--- config.mk ---
export PLATFORM = sky130hd
export DESIGN_NAME = axis_output_arbiter
export DESIGN_NICKNAME = d
export VERILOG_FILES = /design/src/rtl/axis_output_arbiter_pkg.sv /design/src/rtl/axis_output_arbiter_rr_pick.sv /design/src/rtl/axis_output_arbiter.sv
export SDC_FILE = /design/constraint.sdc
export NUM_CORES = 1
export LEC_CHECK = 0
export ABC_AREA = 1
export CELL_PAD_IN_SITES_DETAIL_PLACEMENT = 0
export CELL_PAD_IN_SITES_GLOBAL_PLACEMENT = 1
export CORE_MARGIN = 10
export CORE_UTILIZATION = 39
export CTS_CLUSTER_DIAMETER = 150
export DETAILED_ROUTE_END_ITERATION = 10
export GPL_TIMING_DRIVEN = 0
export PLACE_DENSITY = 0.83
export SKIP_CTS_REPAIR_TIMING = 1
export SLEW_MARGIN = 20
export SYNTH_ARGS = -nofsm -noshare
export SYNTH_HDL_FRONTEND = slang
export SYNTH_SLANG_ARGS = --single-unit
--- constraint.sdc ---
create_clock -name clk_i -period 4.11 [get_ports clk_i]
set_input_delay 0.822 -clock clk_i [delete_from_list [all_inputs] [get_ports clk_i]]
set_output_delay 0.822 -clock clk_i [all_outputs]
set_load 0.02 [all_outputs]
--- src/rtl/axis_output_arbiter_pkg.sv ---
// Shared router definitions: arbiter state encoding, mesh port indices and
// the saturating-increment helper used by the PMU counters.
package axis_output_arbiter_pkg;

  typedef enum logic {
    IDLE   = 1'b0,
    LOCKED = 1'b1
  } arb_state_t;

  typedef enum logic [2:0] {
    HOME  = 3'd0,
    NORTH = 3'd1,
    EAST  = 3'd2,
    SOUTH = 3'd3,
    WEST  = 3'd4
  } port_idx_t;

  localparam int MAX_CNT_WIDTH = 64;

  // Operates on the widest counter; callers zero-extend in and truncate out.
  function automatic logic [MAX_CNT_WIDTH-1:0] sat_inc(
    input logic [MAX_CNT_WIDTH-1:0] cnt,
    input int                       width
  );
    logic [MAX_CNT_WIDTH-1:0] max_val;
    max_val = {MAX_CNT_WIDTH{1'b1}} >> (MAX_CNT_WIDTH - width);
    return (cnt == max_val) ? cnt : cnt + MAX_CNT_WIDTH'(1);
  endfunction

endpackage

--- src/rtl/axis_output_arbiter_rr_pick.sv ---
// Combinational round-robin picker: rotate requests by ptr, take the lowest
// set bit, rotate the index back. Generic so other allocators can reuse it.
module rr_pick #(
  parameter int N = 5,
  parameter int W = $clog2(N)
) (
  input  logic [N-1:0] req,
  input  logic [W-1:0] ptr,
  output logic [N-1:0] grant,
  output logic [W-1:0] idx,
  output logic         any
);

  logic [2*N-1:0] req_dbl;
  logic [N-1:0]   req_rot;
  logic [W-1:0]   offset;
  logic [W:0]     sum;

  always_comb begin
    req_dbl = {req, req} >> ptr;
    req_rot = req_dbl[N-1:0];
    offset  = '0;
    any     = 1'b0;
    for (int k = 0; k < N; k++) begin
      if (!any && req_rot[k]) begin
        any    = 1'b1;
        offset = W'(k);
      end
    end
    // N need not be a power of two, so wrap by compare rather than truncation.
    sum = {1'b0, ptr} + {1'b0, offset};
    if (sum >= (W+1)'(N)) sum = sum - (W+1)'(N);
    idx   = sum[W-1:0];
    grant = any ? ({{(N-1){1'b0}}, 1'b1} << idx) : '0;
  end

endmodule

--- src/rtl/axis_output_arbiter.sv ---
// Packet-locking round-robin arbiter for one router output port, with
// saturating packet and stall counters for the PMU.
//   state  | meaning
//   IDLE   | no owner; pick a winner among requesters, no transfer this cycle
//   LOCKED | sel_o owns the output until its TLAST handshake
module axis_output_arbiter
  import axis_output_arbiter_pkg::*;
#(
  parameter  int NUM_PORTS = 5,
  parameter  int CNT_WIDTH = 32,
  localparam int SEL_WIDTH = $clog2(NUM_PORTS)
) (
  input  logic                 clk_i,
  input  logic                 rst_n_i,
  input  logic [NUM_PORTS-1:0] req_i,
  input  logic [NUM_PORTS-1:0] last_i,
  input  logic                 out_ready_i,
  output logic                 out_valid_o,
  output logic [NUM_PORTS-1:0] in_ready_o,
  output logic [NUM_PORTS-1:0] grant_o,
  output logic [SEL_WIDTH-1:0] sel_o,
  input  logic                 pmu_clear_i,
  output logic [CNT_WIDTH-1:0] pkt_cnt_o,
  output logic [CNT_WIDTH-1:0] stall_cnt_o
);

  arb_state_t             state_q, state_d;
  logic [NUM_PORTS-1:0]   grant_q, grant_d;
  logic [SEL_WIDTH-1:0]   sel_q, sel_d;
  logic [SEL_WIDTH-1:0]   ptr_q, ptr_d;
  logic [NUM_PORTS-1:0]   pick_grant;
  logic [SEL_WIDTH-1:0]   pick_idx;
  logic                   pick_any;
  logic                   handshake;
  logic                   pkt_done;
  logic                   stall;
  logic [CNT_WIDTH-1:0]   pkt_cnt_q, stall_cnt_q;

  rr_pick #(.N(NUM_PORTS), .W(SEL_WIDTH)) u_rr_pick (
    .req   (req_i),
    .ptr   (ptr_q),
    .grant (pick_grant),
    .idx   (pick_idx),
    .any   (pick_any)
  );

  always_ff @(posedge clk_i or negedge rst_n_i) begin
    if (!rst_n_i) begin
      state_q <= IDLE;
      grant_q <= '0;
      sel_q   <= '0;
      ptr_q   <= '0;
    end else begin
      state_q <= state_d;
      grant_q <= grant_d;
      sel_q   <= sel_d;
      ptr_q   <= ptr_d;
    end
  end

  always_comb begin
    state_d = state_q;
    grant_d = grant_q;
    sel_d   = sel_q;
    ptr_d   = ptr_q;
    case (state_q)
      IDLE: begin
        if (pick_any) begin
          state_d = LOCKED;
          grant_d = pick_grant;
          sel_d   = pick_idx;
        end
      end
      LOCKED: begin
        if (pkt_done) begin
          state_d = IDLE;
          grant_d = '0;
          ptr_d   = (sel_q == SEL_WIDTH'(NUM_PORTS - 1)) ? '0 : sel_q + SEL_WIDTH'(1);
        end
      end
      default: state_d = IDLE;
    endcase
  end

  // Valid/ready pass straight through from the owner; grant stays registered.
  always_comb begin
    out_valid_o = 1'b0;
    in_ready_o  = '0;
    if (state_q == LOCKED) begin
      out_valid_o       = req_i[sel_q];
      in_ready_o[sel_q] = out_ready_i;
    end
  end

  assign handshake = out_valid_o & out_ready_i;
  assign pkt_done  = handshake & last_i[sel_q];
  assign stall     = (state_q == LOCKED) & out_valid_o & ~out_ready_i;
  assign grant_o   = grant_q;
  assign sel_o     = sel_q;

  always_ff @(posedge clk_i or negedge rst_n_i) begin
    if (!rst_n_i) begin
      pkt_cnt_q   <= '0;
      stall_cnt_q <= '0;
    end else if (pmu_clear_i) begin
      pkt_cnt_q   <= '0;
      stall_cnt_q <= '0;
    end else begin
      if (pkt_done) pkt_cnt_q <= CNT_WIDTH'(sat_inc(MAX_CNT_WIDTH'(pkt_cnt_q), CNT_WIDTH));
      if (stall) stall_cnt_q <= CNT_WIDTH'(sat_inc(MAX_CNT_WIDTH'(stall_cnt_q), CNT_WIDTH));
    end
  end

  assign pkt_cnt_o   = pkt_cnt_q;
  assign stall_cnt_o = stall_cnt_q;

endmodule

## Yosys cells after proc, flatten, opt, wreduce, memory -nomap -nowiden

Index checks and enable logic that the tools add are counted.

- Reduce and logical (&&, ||, !) cells: 16
- Multiply operators: 0
- Bitwise logic cells: 7
- Add/sub/neg operators: 5
- Muxes and demuxes: 31
- Shifts and indexed selects: 2
- Order comparisons: 3
- Equal/unequal tests: 7
- Div/mod/pow operators: 0

Operators by type and width:

| operator | count |
|---|---|
| two-way mux 32 bit | 6 |
| adder 32 x 1 -> 32 bit (second input constant) | 2 |
| equality test 32 bit (second input constant) | 2 |
| two-way mux 5 bit | 3 |
| two-way mux 1 bit | 12 |
| one-hot mux 5 bit (2 select lines) | 1 |
| AND reduction 2 bit | 5 |
| right shift 10 x 3 -> 5 bit | 1 |
| two-way mux 3 bit | 3 |
| binary-select mux 1 bit (select 3 bit) | 2 |
| != test 2 bit (second input constant) | 3 |
| bitwise AND 5 bit | 1 |
| logical AND 1 bit | 5 |
| left shift 1 x 3 -> 5 bit (first input constant) | 1 |
| adder 3 x 3 -> 4 bit | 1 |
| bitwise AND 1 bit | 4 |
| greater-or-equal comparator 4 x 3 -> 1 bit (second input constant) | 1 |
| logical NOT 1 bit | 4 |
| < comparator 3 x 4 -> 1 bit (second input constant) | 1 |
| two-way mux 2 bit | 2 |
| nonzero test 2 bit | 2 |
| adder 3 x 1 -> 3 bit (second input constant) | 1 |
| demux 1 bit (select 3 bit) | 1 |
| equality test 3 bit (second input constant) | 1 |
| 5 further kinds | 6 |

- Output and inout port bits: 78
- Memory bits (writable): 0
- Bits in latches: 0
- Logic and storage cells: 77
- Memories kept: 0
- Register bits after elaboration: 76
- Bits of input ports: 14
- Bits in read-only memories: 0

## Logic depth before layout (Yosys ltp)

- Word-level depth: 20
- Mapped depth: 22
- Mapped depth without buffers: 21

## By module

Synthesis repeated with hierarchy kept, for this count alone.

- Cell total of the unflattened synthesis: 967
- Area, all modules: 6034.5 um^2

By module, submodules not included:

| module | cells an instance | sequential area each (um^2) | times used | area an instance (um^2) |
|---|---|---|---|---|
| axis_output_arbiter | 862 | 1901.8 | 1 | 5426.5 |
| rr_pick | 105 | 0.0 | 1 | 608.1 |

## Worst setup path before layout

No wires, ideal clock.

- Path kind: input -> register
- Start point: input port req_i[1]
- End point: register grant_q[2], in the netlist grant_o[2]
- Buffers on the path: 0
- Path slack: 850 ps
- Library setup time: 65 ps
- Arrival time: 3194 ps
- Required time: 4045 ps
- Stages: 20
- Cell sequence: inv_1 nand2_1 nand2_1 nand2_1 nand3_1 nand2_1 nor2_1 inv_1 nor2_1 inv_1 fa_1 ha_1 inv_1 o21ai_0 nand2_1 o21ai_0 nand2_1 nor2_1 nand2_1 nand2_1

- Word-level cells in the longest chain between the ends: 20
- Elaborated cells between the ends (all ways): 33
- Classes of those cells: add/sub (2); order compare (1); eq/ne (2); shift (2); mux (15); bitwise (2); reduce/logical (9)

Ends and longest elaborated chain:

| item | line | RTL |
|---|---|---|
| start, declared | axis_output_arbiter.sv:15 | `input logic [NUM_PORTS-1:0] req_i,` |
| right shift 10 x 3 -> 5 bit | axis_output_arbiter_rr_pick.sv:20 | `req_dbl = {req, req} >> ptr;` |
| two-way mux 1 bit | axis_output_arbiter_rr_pick.sv:25 | `if (!any && req_rot[k]) begin` |
| logical NOT 1 bit | axis_output_arbiter_rr_pick.sv:25 |  |
| logical AND 1 bit | axis_output_arbiter_rr_pick.sv:25 |  |
| two-way mux 1 bit | axis_output_arbiter_rr_pick.sv:25 |  |
| logical NOT 1 bit | axis_output_arbiter_rr_pick.sv:25 |  |
| logical AND 1 bit | axis_output_arbiter_rr_pick.sv:25 |  |
| two-way mux 1 bit | axis_output_arbiter_rr_pick.sv:25 |  |
| (+4 left out) | -- |  |
| logical AND 1 bit | axis_output_arbiter_rr_pick.sv:25 |  |
| two-way mux 3 bit | axis_output_arbiter_rr_pick.sv:25 |  |
| adder 3 x 3 -> 4 bit | axis_output_arbiter_rr_pick.sv:31 | `sum = {1'b0, ptr} + {1'b0, offset};` |
| greater-or-equal comparator 4 x 3 -> 1 bit / subtractor 3 bit (equally long branches) | axis_output_arbiter_rr_pick.sv:32 | `if (sum >= (W+1)'(N)) sum = sum - (W+1)'(N);` |
| two-way mux 3 bit | axis_output_arbiter_rr_pick.sv:32 |  |
| left shift 1 x 3 -> 5 bit | axis_output_arbiter_rr_pick.sv:34 | `grant = any ? ({{(N-1){1'b0}}, 1'b1} << idx) : '0;` |
| two-way mux 5 bit | axis_output_arbiter.sv:68 | `if (pick_any) begin` |
| one-hot mux 5 bit (2 select lines) | axis_output_arbiter.sv:66 | `case (state_q)` |
| end signal, assigned | axis_output_arbiter.sv:55 | `grant_q <= grant_d;` |
| end, declared | axis_output_arbiter.sv:28 | `logic [NUM_PORTS-1:0] grant_q, grant_d;` |

Several ways; a longest one is shown, not always the timed one. The select of a mux whose other input is x is not followed.
A chain may end at the register's enable or synchronous reset.

## Worst setup path after layout

- Start point: input port req_i[4]
- End point: register grant_q[2], in the netlist grant_o[2]

Same word-level chain as after synthesis.

==> impl_results.rst <==
.. list-table::
   :header-rows: 1

   * - Metric
     - Value
   * - Worst EP arrival
     - 3990 ps
   * - Port Buffers
     - 90
   * - Vias post-DR
     - 5687
   * - Run status
     - finished, final reports clean
   * - Top delay family on crit path
     - simple AND/OR/NAND/NOR gates
   * - Leading cell types by total area after synthesis
     - sky130_fd_sc_hd__dfrtp_1, sky130_fd_sc_hd__nand2_1, sky130_fd_sc_hd__nor2_1, sky130_fd_sc_hd__nand3_1, sky130_fd_sc_hd__xor2_1
   * - Synth top area share
     - 0.3320
   * - Detailed-routing iteration count for the pre-antenna-repair pass
     - 5
   * - Number of global-route vias before repair
     - 5459
   * - Number of antenna violations at the first check in global routing
     - 0
   * - Worst-skew pair later-pin latency
     - 350 ps
   * - Reg clk slew, reported paths
     - 60 ps
   * - EDFF count, synth
     - 0
   * - Crit-path most repeated cell
     - sky130_fd_sc_hd__nand2_1
   * - # IOs
     - 92
   * - Layout Area Growth over Synthesis
     - 25.67%
   * - Fill count
     - 1488
   * - Clock Path Buffers
     - 2
   * - Core area
     - 0.01448 sq mm
   * - Worst min path class
     - primary input to asynchronous set/reset pin
   * - Category of the worst setup path launch point
     - primary input
   * - CTS Buf Count
     - 9
   * - Final antenna-violating net count
     - 0
   * - CP Data Required Time
     - 4400 ps
   * - Setup slack after placement
     - -165.5 ps
   * - Root buf cell
     - sky130_fd_sc_hd__clkbuf_16
   * - Total half-perimeter wirelength after legalization and detailed placement
     - 13720 microns
   * - TritonCTS clock tree
     - done
   * - RSZ-0062 raised after global routing
     - no
   * - Number of maximum-capacitance violations
     - 0
   * - Area of combinational cells with multiple inputs
     - 0.003338 sq mm
   * - Num rows
     - 44
   * - Initial detailed-routing violation count
     - 328
   * - Die X
     - 141.2 microns
   * - Antenna cells
     - 0
   * - Synthesized area divided by synthesized cell count
     - 6.684 sq um
   * - Number of synthesized register bits
     - 76
   * - Most common cell in the netlist
     - sky130_fd_sc_hd__nand2_1
   * - Combined area of all synthesized cells
     - 0.005728 sq mm
   * - Die height
     - 141.2 microns
   * - Cell types with the highest counts after synthesis
     - sky130_fd_sc_hd__nand2_1, sky130_fd_sc_hd__nor2_1, sky130_fd_sc_hd__nand3_1, sky130_fd_sc_hd__dfrtp_1, sky130_fd_sc_hd__inv_1
   * - Setup TNS
     - 0 ps
   * - Final setup violation count
     - 0
   * - Number of pins exceeding their max-slew limit in the final report
     - 0
   * - Final Hold Viols
     - 0
   * - Global-route wire length before repair
     - 28640 microns
   * - Critical path endpoint category
     - register
   * - CTS H-Tree Depth
     - 3
   * - Startpoint-to-endpoint class of the critical path
     - primary input to register
   * - Mapped Nets
     - 881
   * - Relative slew slack
     - 0.5947
   * - Leakage power
     - 3.213 nW
   * - RD Place Congestion
     - 0.9087
   * - Total global routing track utilization
     - 0.1758
   * - Transition time at the pin with the least slew margin
     - 607.9 ps
   * - Setup crit start
     - req_i[4]
   * - Maximum fanout count along the critical path
     - 5
   * - Total die area
     - 0.01993 sq mm
   * - Total power density per cell area
     - 421.8 mW/mm^2
   * - Initial core utilization
     - 0.3956
   * - NumNets Final
     - 983
   * - Slowest stage delay, CP
     - 560 ps
   * - Share of async-settable or async-resettable flops after synthesis
     - 1.000
   * - List of cells traversed by the critical path
     - clkdlybuf4s50_1 -> inv_1 -> nand2_1 -> nand3_1 -> nand2_1 -> nand2_1 -> nand2_1 -> a31oi_1 -> nor2_1 -> ha_1 -> inv_1 -> fa_1 -> ha_1 -> inv_1 -> o21ai_0 -> nand2_1 -> o21ai_2 -> nand2_1 -> nor2_1 -> nand2_1 -> nand2_1
   * - Gate count of the mapped netlist
     - 857
   * - Slowest CP cell
     - sky130_fd_sc_hd__fa_1
   * - Layout cell share with drive strength beyond 1
     - 0.06743
   * - Average detailed-routed wire length per instance
     - 15.13 microns
   * - Sequential element share of the synthesized area
     - 0.3320
   * - Distinct cells, synth
     - 38
   * - Share of the clock period used by the worst path
     - 0.9016
   * - Synth Warn #
     - 0
   * - Crit path buffers/inverters
     - 4
   * - Detailed Route WL
     - 17370 microns
   * - Least setup slack across all paths after layout
     - 404.2 ps
   * - Overall overflow remaining after global route
     - 0
   * - Footprint of the flip-flops and latches
     - 0.001902 sq mm
   * - VDD IR max
     - 0.0002554 V
   * - Shortest clock period the worst path allows after layout
     - 3706 ps
   * - Pin count of the biggest net entering global routing
     - 48
   * - Fmax
     - 269.8 MHz
   * - Startpoint of the most critical register-to-register path
     - ptr_q[1]
   * - Leading register cell type out of synthesis
     - sky130_fd_sc_hd__dfrtp_1
   * - Via density per instance
     - 4.954
   * - Maximum clock skew at final layout
     - 7.001 ps
   * - Residual DRC
     - 0
   * - Cell taking the most area after synthesis
     - sky130_fd_sc_hd__dfrtp_1
   * - CTS sink cnt
     - 76
## flip-flops by register name, summed over array words and instances (netlist names)
signal       count
grant_o          5
ptr_q            3
state_q          1
sel_o            3
pkt_cnt_o       32
stall_cnt_o     32
## cell usage in the layout (no fill, tap or decap), types with 2 or more instances in the layout
cell                                n
sky130_fd_sc_hd__nand3_1           89
sky130_fd_sc_hd__ha_1               9
sky130_fd_sc_hd__nand2_1          301
sky130_fd_sc_hd__nand4_1           27
sky130_fd_sc_hd__clkbuf_1           7
sky130_fd_sc_hd__nand2_2            3
sky130_fd_sc_hd__clkbuf_16          9
sky130_fd_sc_hd__clkinvlp_4         2
sky130_fd_sc_hd__nor3_2             3
sky130_fd_sc_hd__clkinv_4           2
sky130_fd_sc_hd__inv_1             68
sky130_fd_sc_hd__buf_4              3
sky130_fd_sc_hd__nor3_1            31
sky130_fd_sc_hd__xor2_1            38
sky130_fd_sc_hd__nor2_8             2
sky130_fd_sc_hd__nor2_1           119
sky130_fd_sc_hd__dfrtp_1           76
sky130_fd_sc_hd__o21ai_0           16
sky130_fd_sc_hd__nor2_4             2
sky130_fd_sc_hd__nor3b_1            2
sky130_fd_sc_hd__clkbuf_8           3
sky130_fd_sc_hd__buf_2              6
sky130_fd_sc_hd__o21ai_2            4
sky130_fd_sc_hd__nand2_4            2
sky130_fd_sc_hd__inv_2              4
sky130_fd_sc_hd__nor2_2             3
sky130_fd_sc_hd__nor4_1             2
sky130_fd_sc_hd__nand3_2            2
sky130_fd_sc_hd__xnor2_1           17
sky130_fd_sc_hd__dlygate4sd3_1      2
sky130_fd_sc_hd__buf_6              8
sky130_fd_sc_hd__clkdlybuf4s50_1   89
## through the flow
stage,power [mW],utilization,std cells,hold WS [ps],instance area [sq um]
finish,3.036,0.4971,1148,410.1,7198
floorplan,1.818,-,857,526.4,5728
CTS,3.050,0.4969,1148,419.6,7194
global placement,2.198,0.4737,1131,491.2,6859
global route,3.253,0.4971,1148,440.1,7198
detailed placement,2.208,0.4755,1132,496.5,6884
## layer usage
metal / GRT usage / up-vias / part of all wire / routed length (microns)
met2: 0.2876 / 137 / 0.47 / 8132
met4: 0.06196 / 0 / 0.018 / 319
li1: - / 2931 / - / -
met5: 0 / - / 0 / 0
met1: 0.2229 / 2593 / 0.45 / 7902
met3: 0.03762 / 26 / 0.059 / 1018
## report_power, final
part | internal (mW) | switching, mW | total, mW
Clock | 0.491 | 0.343 | 0.834
Combinational | 0.482 | 0.859 | 1.34
Sequential | 0.803 | 0.0587 | 0.861
## kinds of logic (layout without fill, tap and decap cells)
family                   Yosys count  count (layout)  synth area share
adder cells (fa/ha/maj)           10              10           0.02315
AND/OR/NAND/NOR                  589             589            0.4458
XOR/XNOR                          55              55           0.08410
AO/OA/AOI/OAI                     26              26           0.02905
flip-flops                        76              76            0.3320
buffers and inverters            101             208           0.08585
## layout make-up
type / instances / area share
Multi-Input combinational cell: 680 / 0.4638
Clock inverter: 6 / 0.009908
Inverter: 73 / 0.03824
Buffer: 28 / 0.03007
Tap cell: 184 / 0.03198
Clock buffer: 10 / 0.03320
Timing Repair Buffer: 91 / 0.1286
Sequential cell: 76 / 0.2642
## worst paths after layout
check | cells past startpoint | to | slack, ps
worst max-delay path | 21 | grant_o[2] | 400
worst min-delay path | 1 | ptr_q[0] | 410
worst max register to register | 19 | grant_o[2] | 800
worst min register to register | 2 | grant_o[2] | 510
max in group asynchronous | 2 | pkt_cnt_o[20] | 3120
min in group clk_i | 2 | grant_o[2] | 510
## worst reg2reg max path: cells and delay by family (launching register included)
kind            cells  cell delay [ps]
compound gates      3              490
buf+inv             3              360
simple gates       10             1010
fa+ha+maj           3              930
flops               1              470
No activity file was read; power rests on OpenSTA's default activity.
